$ cat config.mk
export PLATFORM = sky130hd
export DESIGN_NAME = if_stage
export DESIGN_NICKNAME = d
export VERILOG_FILES = /design/src/rtl/cpu_pkg.sv /design/src/rtl/if_stage_pc_reg.sv /design/src/rtl/if_stage.sv
export SDC_FILE = /design/constraint.sdc
export NUM_CORES = 1
export LEC_CHECK = 0
export CAP_MARGIN = 20
export CORE_MARGIN = 8
export CORE_UTILIZATION = 25
export DETAILED_ROUTE_END_ITERATION = 16
export SKIP_CTS_REPAIR_TIMING = 1
export SYNTH_ARGS = -nofsm -noshare
export SYNTH_HDL_FRONTEND = slang
export SYNTH_SLANG_ARGS = --single-unit
$ cat constraint.sdc
create_clock -name clk -period 2.6 [get_ports clk]
set_input_delay 0.39 -clock clk [delete_from_list [all_inputs] [get_ports clk]]
set_output_delay 0.39 -clock clk [all_outputs]
set_load 0.01 [all_outputs]
$ cat src/rtl/cpu_pkg.sv
// Shared CPU definitions: fetch-state encoding, IF/ID register layout and the
// architectural reset/bubble constants used by the fetch stage.
package cpu_pkg;

  localparam logic [31:0] CPU_RESET_PC  = 32'h0000_0000;
  // sll $0,$0,0 encodes as all zeros
  localparam logic [31:0] CPU_NOP_INSTR = 32'h0000_0000;

  typedef enum logic [1:0] {
    FS_BOOT  = 2'd0,
    FS_FETCH = 2'd1,
    FS_DRAIN = 2'd2
  } fetch_state_e;

  typedef struct packed {
    logic [31:0] instr;
    logic [31:0] pc_plus4;
    logic        valid;
  } ifid_t;

  function automatic ifid_t ifid_bubble(input logic [31:0] nop);
    ifid_t b;
    b.instr    = nop;
    b.pc_plus4 = 32'h0000_0000;
    b.valid    = 1'b0;
    return b;
  endfunction

  function automatic ifid_t ifid_fill(input logic [31:0] instr,
                                      input logic [31:0] pc_plus4);
    ifid_t f;
    f.instr    = instr;
    f.pc_plus4 = pc_plus4;
    f.valid    = 1'b1;
    return f;
  endfunction

endpackage

$ cat src/rtl/if_stage_pc_reg.sv
// Program counter register with load enable and synchronous active-high reset.
module pc_reg #(
  parameter logic [31:0] RESET_VAL = 32'h0000_0000
) (
  input  logic        clk,
  input  logic        reset,
  input  logic        i_load,
  input  logic [31:0] i_d,
  output logic [31:0] o_q
);

  logic [31:0] r_q;

  // PC update: reset value, new target on load, otherwise hold
  always_ff @(posedge clk) begin
    if (reset) begin
      r_q <= RESET_VAL;
    end else if (i_load) begin
      r_q <= i_d;
    end else begin
      r_q <= r_q;
    end
  end

  assign o_q = r_q;

endmodule

$ cat src/rtl/if_stage.sv
// Instruction fetch stage: PC sequencing, single-outstanding imem handshake,
// IF/ID pipeline register and retired-instruction counter.
module if_stage
  import cpu_pkg::*;
#(
  parameter logic [31:0] RESET_PC  = CPU_RESET_PC,
  parameter logic [31:0] NOP_INSTR = CPU_NOP_INSTR
) (
  input  logic        clk,
  input  logic        reset,
  input  logic [31:0] next_pc_in,
  input  logic        pc_write,
  input  logic        ifid_write,
  input  logic        ifid_flush,
  output logic        imem_req,
  output logic [31:0] imem_addr,
  input  logic        imem_ready,
  input  logic [31:0] imem_rdata,
  output logic [31:0] pc_plus4_out,
  output logic [31:0] ifid_instr,
  output logic [31:0] ifid_pc_plus4,
  output logic        ifid_valid,
  output logic        fetch_stall,
  output logic [31:0] fetch_count
);

  fetch_state_e r_state;
  ifid_t        r_ifid;
  logic [31:0]  r_fetch_count;

  logic [31:0]  w_pc;
  logic [31:0]  w_pc_plus4;
  logic         w_in_fetch;
  logic         w_in_drain;
  logic         w_accept;
  logic         w_pc_load;

  assign w_in_fetch = (r_state == FS_FETCH);
  assign w_in_drain = (r_state == FS_DRAIN);
  assign w_pc_plus4 = w_pc + 32'd4;

  assign w_accept  = w_in_fetch & imem_ready & pc_write & ifid_write & ~ifid_flush;
  // A redirect is honoured in FETCH and DRAIN; BOOT has nothing in flight to squash
  assign w_pc_load = w_accept | ((w_in_fetch | w_in_drain) & ifid_flush);

  pc_reg #(
    .RESET_VAL (RESET_PC)
  ) u_pc_reg (
    .clk    (clk),
    .reset  (reset),
    .i_load (w_pc_load),
    .i_d    (next_pc_in),
    .o_q    (w_pc)
  );

  // Fetch FSM together with the IF/ID register and retired-instruction counter
  always_ff @(posedge clk) begin
    if (reset) begin
      r_state       <= FS_BOOT;
      r_ifid        <= ifid_bubble(NOP_INSTR);
      r_fetch_count <= 32'd0;
    end else begin
      case (r_state)
        FS_BOOT: begin
          r_state <= FS_FETCH;
        end
        FS_FETCH: begin
          if (ifid_flush) begin
            r_ifid  <= ifid_bubble(NOP_INSTR);
            r_state <= imem_ready ? FS_FETCH : FS_DRAIN;
          end else if (w_accept) begin
            r_ifid        <= ifid_fill(imem_rdata, w_pc_plus4);
            r_fetch_count <= r_fetch_count + 32'd1;
          end else if (ifid_write) begin
            r_ifid <= ifid_bubble(NOP_INSTR);
          end else begin
            r_ifid <= r_ifid;
          end
        end
        FS_DRAIN: begin
          if (ifid_write || ifid_flush) begin
            r_ifid <= ifid_bubble(NOP_INSTR);
          end else begin
            r_ifid <= r_ifid;
          end
          // The stale response retires the drain even when it coincides with a new
          // redirect; waiting for a second response would never terminate.
          if (imem_ready) begin
            r_state <= FS_FETCH;
          end else begin
            r_state <= FS_DRAIN;
          end
        end
        default: begin
          r_state <= FS_BOOT;
          r_ifid  <= ifid_bubble(NOP_INSTR);
        end
      endcase
    end
  end

  assign imem_req      = ~reset & w_in_fetch;
  assign imem_addr     = w_pc;
  assign pc_plus4_out  = w_pc_plus4;
  assign fetch_stall   = ~reset & ((w_in_fetch & ~imem_ready) | w_in_drain);
  assign ifid_instr    = r_ifid.instr;
  assign ifid_pc_plus4 = r_ifid.pc_plus4;
  assign ifid_valid    = r_ifid.valid;
  assign fetch_count   = r_fetch_count;

endmodule

==> results of run 1 <==
## where the power goes
| part | total [W] | internal (W) | switching (W) |
|---|---|---|---|
| clock | 0.00259 | 0.00166 | 0.000932 |
| combinational | 0.00103 | 0.000482 | 0.000550 |
| sequential | 0.00212 | 0.00207 | 0.0000506 |
## final cells by class
cell class | instances | area (um2)
fillers | 2327 | 13640
multi-input cells | 516 | 3186
repair buffers | 306 | 2913
flip-flops and latches | 131 | 2636
clock buffers | 19 | 452.9
well taps | 319 | 399.1
clock inverters | 12 | 180.2
inverters | 17 | 63.81
diodes | 1 | 2.502
## state kept, by name, indices dropped and copies added (netlist names)
name	flops
ifid_pc_plus4	32
r_state	2
fetch_count	32
ifid_instr	32
u_pc_reg.o_q	32
ifid_valid	1
## how the worst min path moves through the flow
| stage | start | endpoint | slack (ps) | depth (start not counted) |
|---|---|---|---|---|
| 6_report | reset | fetch_count[21] | 240 | 2 |
| 5_1_grt | reset | fetch_count[31] | 240 | 2 |
| 4_1_cts | reset | fetch_count[21] | 220 | 2 |
| 3_5_place_dp | ifid_pc_plus4[8] | ifid_pc_plus4[8] | 450 | 2 |
| 3_3_place_gp | ifid_pc_plus4[7] | ifid_pc_plus4[7] | 450 | 2 |
| 2_1_floorplan | r_state[0] | r_state[0] | 470 | 2 |
## logic make-up after synthesis
logic type	after synthesis	synth area share, %
multiplexers	3	0.5455
AO/OA/AOI/OAI	157	17.08
buffers and inverters	71	4.805
AND/OR/NAND/NOR	318	27.63
adder cells (fa/ha/maj)	6	1.259
XOR/XNOR	32	4.700
flip-flops	131	43.98
## per-layer routing
metal / wire [um] / track usage (%) / vias to the layer above
li1: - / - / 3125
met1: 9936 / 18.74 / 2937
met2: 10530 / 24.24 / 224
met3: 1919 / 5.561 / 26
met4: 376 / 4.729 / 2
met5: 13 / 0 / -
## metrics by stage
stage	TNS (ps)	util [%]	total power (W)
3_3_place_gp	-64.77	38.42	0.003215
6_report	-92.60	41.89	0.005741
5_1_grt	-796.1	41.89	0.006003
2_1_floorplan	0	-	0.002593
4_1_cts	-6873	41.11	0.005834
3_5_place_dp	-212.4	38.42	0.003216
## cell usage after synthesis, drive strengths merged (2+ instances only)
master and instances:
a21oi 61, a22o 6, a22oi 39, a31oi 2
and3 2, and4 2, buf 8, clkbuf 46
dfxtp 131, ha 6, inv 17, mux2 2
nand2 98, nand2b 4, nand3 48, nand4 15
nand4b 7, nor2 60, nor2b 4, nor3 9
nor4 15, o211ai 10, o21a 3, o21ai 9
o311ai 8, o31ai 18, or2 9, or3 15
or4 23, or4b 4, xnor2 20, xor2 12
==> results.py, run 1 <==
metrics = {
    "status": {
        "status": "complete, but fails checks",
        "violations": "negative setup slack",
    },
    "yosys": {
        "synth_area_leader_cell": "dfxtp_1",
        "ys_seq_area_share_pct": 43.98,
        "synth_top_area_share_pct": 43.98,
        "netlist_instances": 718,
        "ys_ff_latch": 131,
        "synth-edff-count": 0,
        "synth.area.top_cells": "dfxtp_1, nand2_1, a21oi_1",
        "yosys_warnings": 0,
        "syn-cell-area_um2": 5963,
        "synth_fp_nets": 794,
        "synth_cell_type_count": 45,
        "synthArstFlopShare_pct": 0,
        "avgSynthCellArea_um2": 8.305,
        "ys.flop_type": "dfxtp_1",
    },
    "power_and_ir_drop": {
        "leakage_nw": 3.660,
        "power_density_nw_per_um2": 583.9,
        "ir_drop_mv": 0.3595,
    },
    "clocking": {
        "clkTransAtPathRegs_ps": 60,
        "clockBufferDepth": 2,
        "cts_tree": "built",
        "clk_latency_ps": 410,
        "clockRootBuffer": "clkbuf_16",
        "cts.sinks": 131,
        "htree_num_levels": 4,
        "numCtsBuffers": 17,
    },
    "grt": {
        "antenna_found_initial": 2,
        "grt_max_degree": 59,
        "grt_usage_pct": 15.18,
        "grt_pass1_vias": 6237,
        "grt_pass1_wl_mm": 34.76,
        "overflow": 0,
    },
    "final_layout": {
        "area.growth.synth_to_final_pct": 64.90,
        "layout-drive-gt1-share_pct": 15.88,
        "final_cells": 1321,
        "final_cell_mix": "clkdlybuf4s50_1, dfxtp_1, nand2_1, buf_4, a21oi_1",
        "stdcell_area_um2": 9833,
        "mostFrequentLayoutCell": "clkdlybuf4s50_1",
        "layout.nets": 1065,
    },
    "floorplanning": {
        "rows": 56,
        "core_um2": 23470,
        "die_x_um": 170.4,
        "die_area_um2": 29050,
        "io_pins": 233,
        "die_h_um": 170.4,
        "start_util_pct": 25.41,
    },
    "setup_path": {
        "worstReg2RegEnd": "ifid_pc_plus4[21]",
        "endpoint": "pc_plus4_out[28]",
        "worstPathCellList": "nand4_4, buf_4, or4_4, or3_1, xnor2_1, clkbuf_2",
        "cpMaxStageDelayCell": "or4_4",
        "timing.setup.critical_path_class": "reg2out",
        "cp.depth": 6,
        "crit_family": "simple AND/OR/NAND/NOR gates",
        "endpoint_kind": "output pin",
        "rr_startpoint": "r_state[1]",
        "crit_buf_inv": 2,
        "arrival_ps": 2280,
        "max_stage_delay_ps": 520,
        "crit_start": "u_pc_reg.o_q[12]",
        "crit_fanout": 4,
        "cp.required_ps": 2210,
        "reg2reg_depth": 7,
        "critPathLaunchType": "flop",
        "r2r_setup_slack_ps": 390,
    },
    "placed_design": {
        "dp_hpwl_mm": 16.70,
        "postPlaceCellArea_um2": 9017,
        "gp_congestion": 0.8222,
        "placed_cells": 1277,
        "place_ws_ps": -115.9,
        "port-buffer-count": 232,
    },
    "routing": {
        "firstDrtPassIters": 6,
        "ant_nets": 0,
        "routedWlPerCell_um": 17.24,
        "via_per_inst": 4.780,
        "num_vias": 6314,
        "routed_wl_mm": 22.78,
        "drc": 0,
        "drt_iter0_markers": 396,
    },
    "sta": {
        "worst_clock_skew_ps": 10.84,
        "hold_viol": 0,
        "period_minus_slack_ps": 2674,
        "setup_ws_ps": -73.89,
        "finalMaxSlewViolations": 0,
        "rsz0062_at_grt": "yes",
        "setup_viol": 2,
        "finalCritPeriodShare_pct": 102.8,
        "tightest_slew_ps": 631.2,
        "fin_worst_hold_slack_ps": 236.9,
        "timing.slew.headroom_pct": 57.92,
        "max_freq_ghz": 0.3740,
    },
    "hold_path": {
        "hold_class": "in2reg",
    },
    "job": {
        "maxCapViolations": 0,
    },
}
Power figures use the tool's default switching activity.
==> inputs of run 2 (changes only) <==
PLACE_DENSITY = 0.57   (was not set)
==> run 2 against run 1 <==
The run now ends clean. First-iteration DRC count shrank 22%. Core utilization shrank 0.11 points. Clock-buffer cell count shrank 1. Highest routed layer unchanged.
==> results.py, run 2 (synthesis results as in run 1) <==
metrics = {
    "floorplanning": {
        "rows": 56,
        "start_util_pct": 25.41,
        "core_um2": 23470,
        "die_area_um2": 29050,
        "io_pins": 233,
        "die_x_um": 170.4,
        "die_h_um": 170.4,
    },
    "clocking": {
        "clk_latency_ps": 420,
        "numCtsBuffers": 17,
        "htree_num_levels": 4,
        "cts.sinks": 131,
        "clockBufferDepth": 2,
        "clockRootBuffer": "clkbuf_16",
        "clkTransAtPathRegs_ps": 60,
        "cts_tree": "built",
    },
    "sta": {
        "rsz0062_at_grt": "yes",
        "max_freq_ghz": 0.3888,
        "timing.slew.headroom_pct": 66.88,
        "fin_worst_hold_slack_ps": 452.7,
        "worst_clock_skew_ps": 7.975,
        "finalCritPeriodShare_pct": 98.93,
        "setup_ws_ps": 27.78,
        "period_minus_slack_ps": 2572,
        "setup_viol": 0,
        "tightest_slew_ps": 496.9,
        "hold_viol": 0,
        "finalMaxSlewViolations": 0,
    },
    "routing": {
        "routed_wl_mm": 22.98,
        "wl_met2_mm": 10.69,
        "routedWlPerCell_um": 17.37,
        "via_per_inst": 4.827,
        "dr_wl_met3_mm": 2.152,
        "num_vias": 6386,
        "drc": 0,
        "drt_iter0_markers": 307,
        "wl_met1_mm": 9.993,
        "firstDrtPassIters": 5,
        "top_layer": "met5",
        "ant_nets": 0,
    },
    "final_layout": {
        "layout.nets": 1065,
        "area.growth.synth_to_final_pct": 64.46,
        "layout-drive-gt1-share_pct": 15.57,
        "fill_cells": 2368,
        "final_util_pct": 41.78,
        "final_cell_mix": "clkdlybuf4s50_1, dfxtp_1, nand2_1, buf_4, a21oi_1",
        "mostFrequentLayoutCell": "clkdlybuf4s50_1",
        "final_cells": 1323,
    },
    "setup_path": {
        "timing.setup.critical_path_class": "reg2out",
        "rr_startpoint": "r_state[1]",
        "reg2reg_depth": 7,
        "r2r_setup_slack_ps": 390,
        "cp.required_ps": 2210,
        "critPathLaunchType": "flop",
        "endpoint_kind": "output pin",
        "arrival_ps": 2180,
        "worstReg2RegEnd": "ifid_pc_plus4[19]",
        "crit_fanout": 4,
    },
    "power_and_ir_drop": {
        "intPower_w": 0.004106,
        "p_comb_share_pct": 18.5,
        "leakage_nw": 3.690,
        "switching_share_pct": 27.66,
        "total_power_w": 0.005675,
        "power_switching_w": 0.001569,
        "power_frac_seq_pct": 37.2,
        "power_density_nw_per_um2": 578.7,
        "p_clk_share_pct": 44.3,
        "ir_drop_mv": 0.4105,
    },
    "status": {
        "status": "finished clean",
    },
    "hold_path": {
        "hold_depth": 2,
        "min_from": "ifid_pc_plus4[8]",
        "hold_class": "reg2reg",
        "worstHoldEndpoint": "ifid_pc_plus4[8]",
    },
    "grt": {
        "grt_pass1_wl_mm": 35.05,
        "grt_max_degree": 44,
        "grt_pass1_vias": 6190,
        "grt_usage_pct": 15.34,
        "antenna_found_initial": 3,
        "overflow": 0,
    },
    "job": {
        "maxCapViolations": 0,
    },
    "placed_design": {
        "dp_hpwl_mm": 16.90,
        "gp_congestion": 0.8728,
        "place_ws_ps": -98.54,
        "placed_cells": 1280,
        "port-buffer-count": 232,
    },
}
## run 2: final cells by class
class / count / area (um2) / area share, %
antenna: 2 / 5.005 / 0.05103
clock buffer: 18 / 439.2 / 4.478
clock inverter: 14 / 176.4 / 1.799
inverter: 17 / 63.81 / 0.6507
multi-input combinational: 516 / 3158 / 32.20
sequential: 131 / 2625 / 26.77
tap: 319 / 399.1 / 4.070
timing repair buffer: 306 / 2940 / 29.98
## run 2: critical path, stage by stage, from the launching register on
cell and delay, ps:
dfxtp_1 340, nand3_2 130, or4_4 580, or3_4 420, xnor2_2 140, buf_2 160
## run 2: per-layer routing
| layer | vias up | track usage [%] |
|---|---|---|
| met5 | - | 0 |
| met4 | 2 | 4.005 |
| met3 | 12 | 6.812 |
| met2 | 208 | 24.30 |
| met1 | 3030 | 18.66 |
| li1 | 3134 | - |
## run 2: power by group through the flow
| stage | combinational, W | sequential, W | clock [W] |
|---|---|---|---|
| 2_1_floorplan | 0.000385 | 0.00221 | 0 |
| 3_3_place_gp | 0.00108 | 0.00215 | 0 |
| 3_5_place_dp | 0.00108 | 0.00216 | 0 |
| 4_1_cts | 0.00108 | 0.00211 | 0.00258 |
| 5_1_grt | 0.00114 | 0.00212 | 0.00268 |
| 6_report | 0.00105 | 0.00211 | 0.00251 |
## run 2: worst max path at each step
stage                    startpoint          endpoint  slack (ps)  cells past startpoint
floorplan           u_pc_reg.o_q[2]  pc_plus4_out[28]         260                      5
finish              u_pc_reg.o_q[8]  pc_plus4_out[31]          30                      5
detailed placement  u_pc_reg.o_q[3]  pc_plus4_out[31]        -100                      6
global route        u_pc_reg.o_q[2]  pc_plus4_out[28]         -90                      6
CTS                 u_pc_reg.o_q[3]  pc_plus4_out[31]        -550                      6
global placement    u_pc_reg.o_q[3]  pc_plus4_out[31]        -110                      6
## run 2: through the flow
step                      TNS [ps]  area [um2]
final                            0        9807
after global routing        -270.3        9807
after CTS                    -6901        9668
after detailed placement    -188.1        9052
after global placement      -186.4        9052
after floorplan                  0        5963
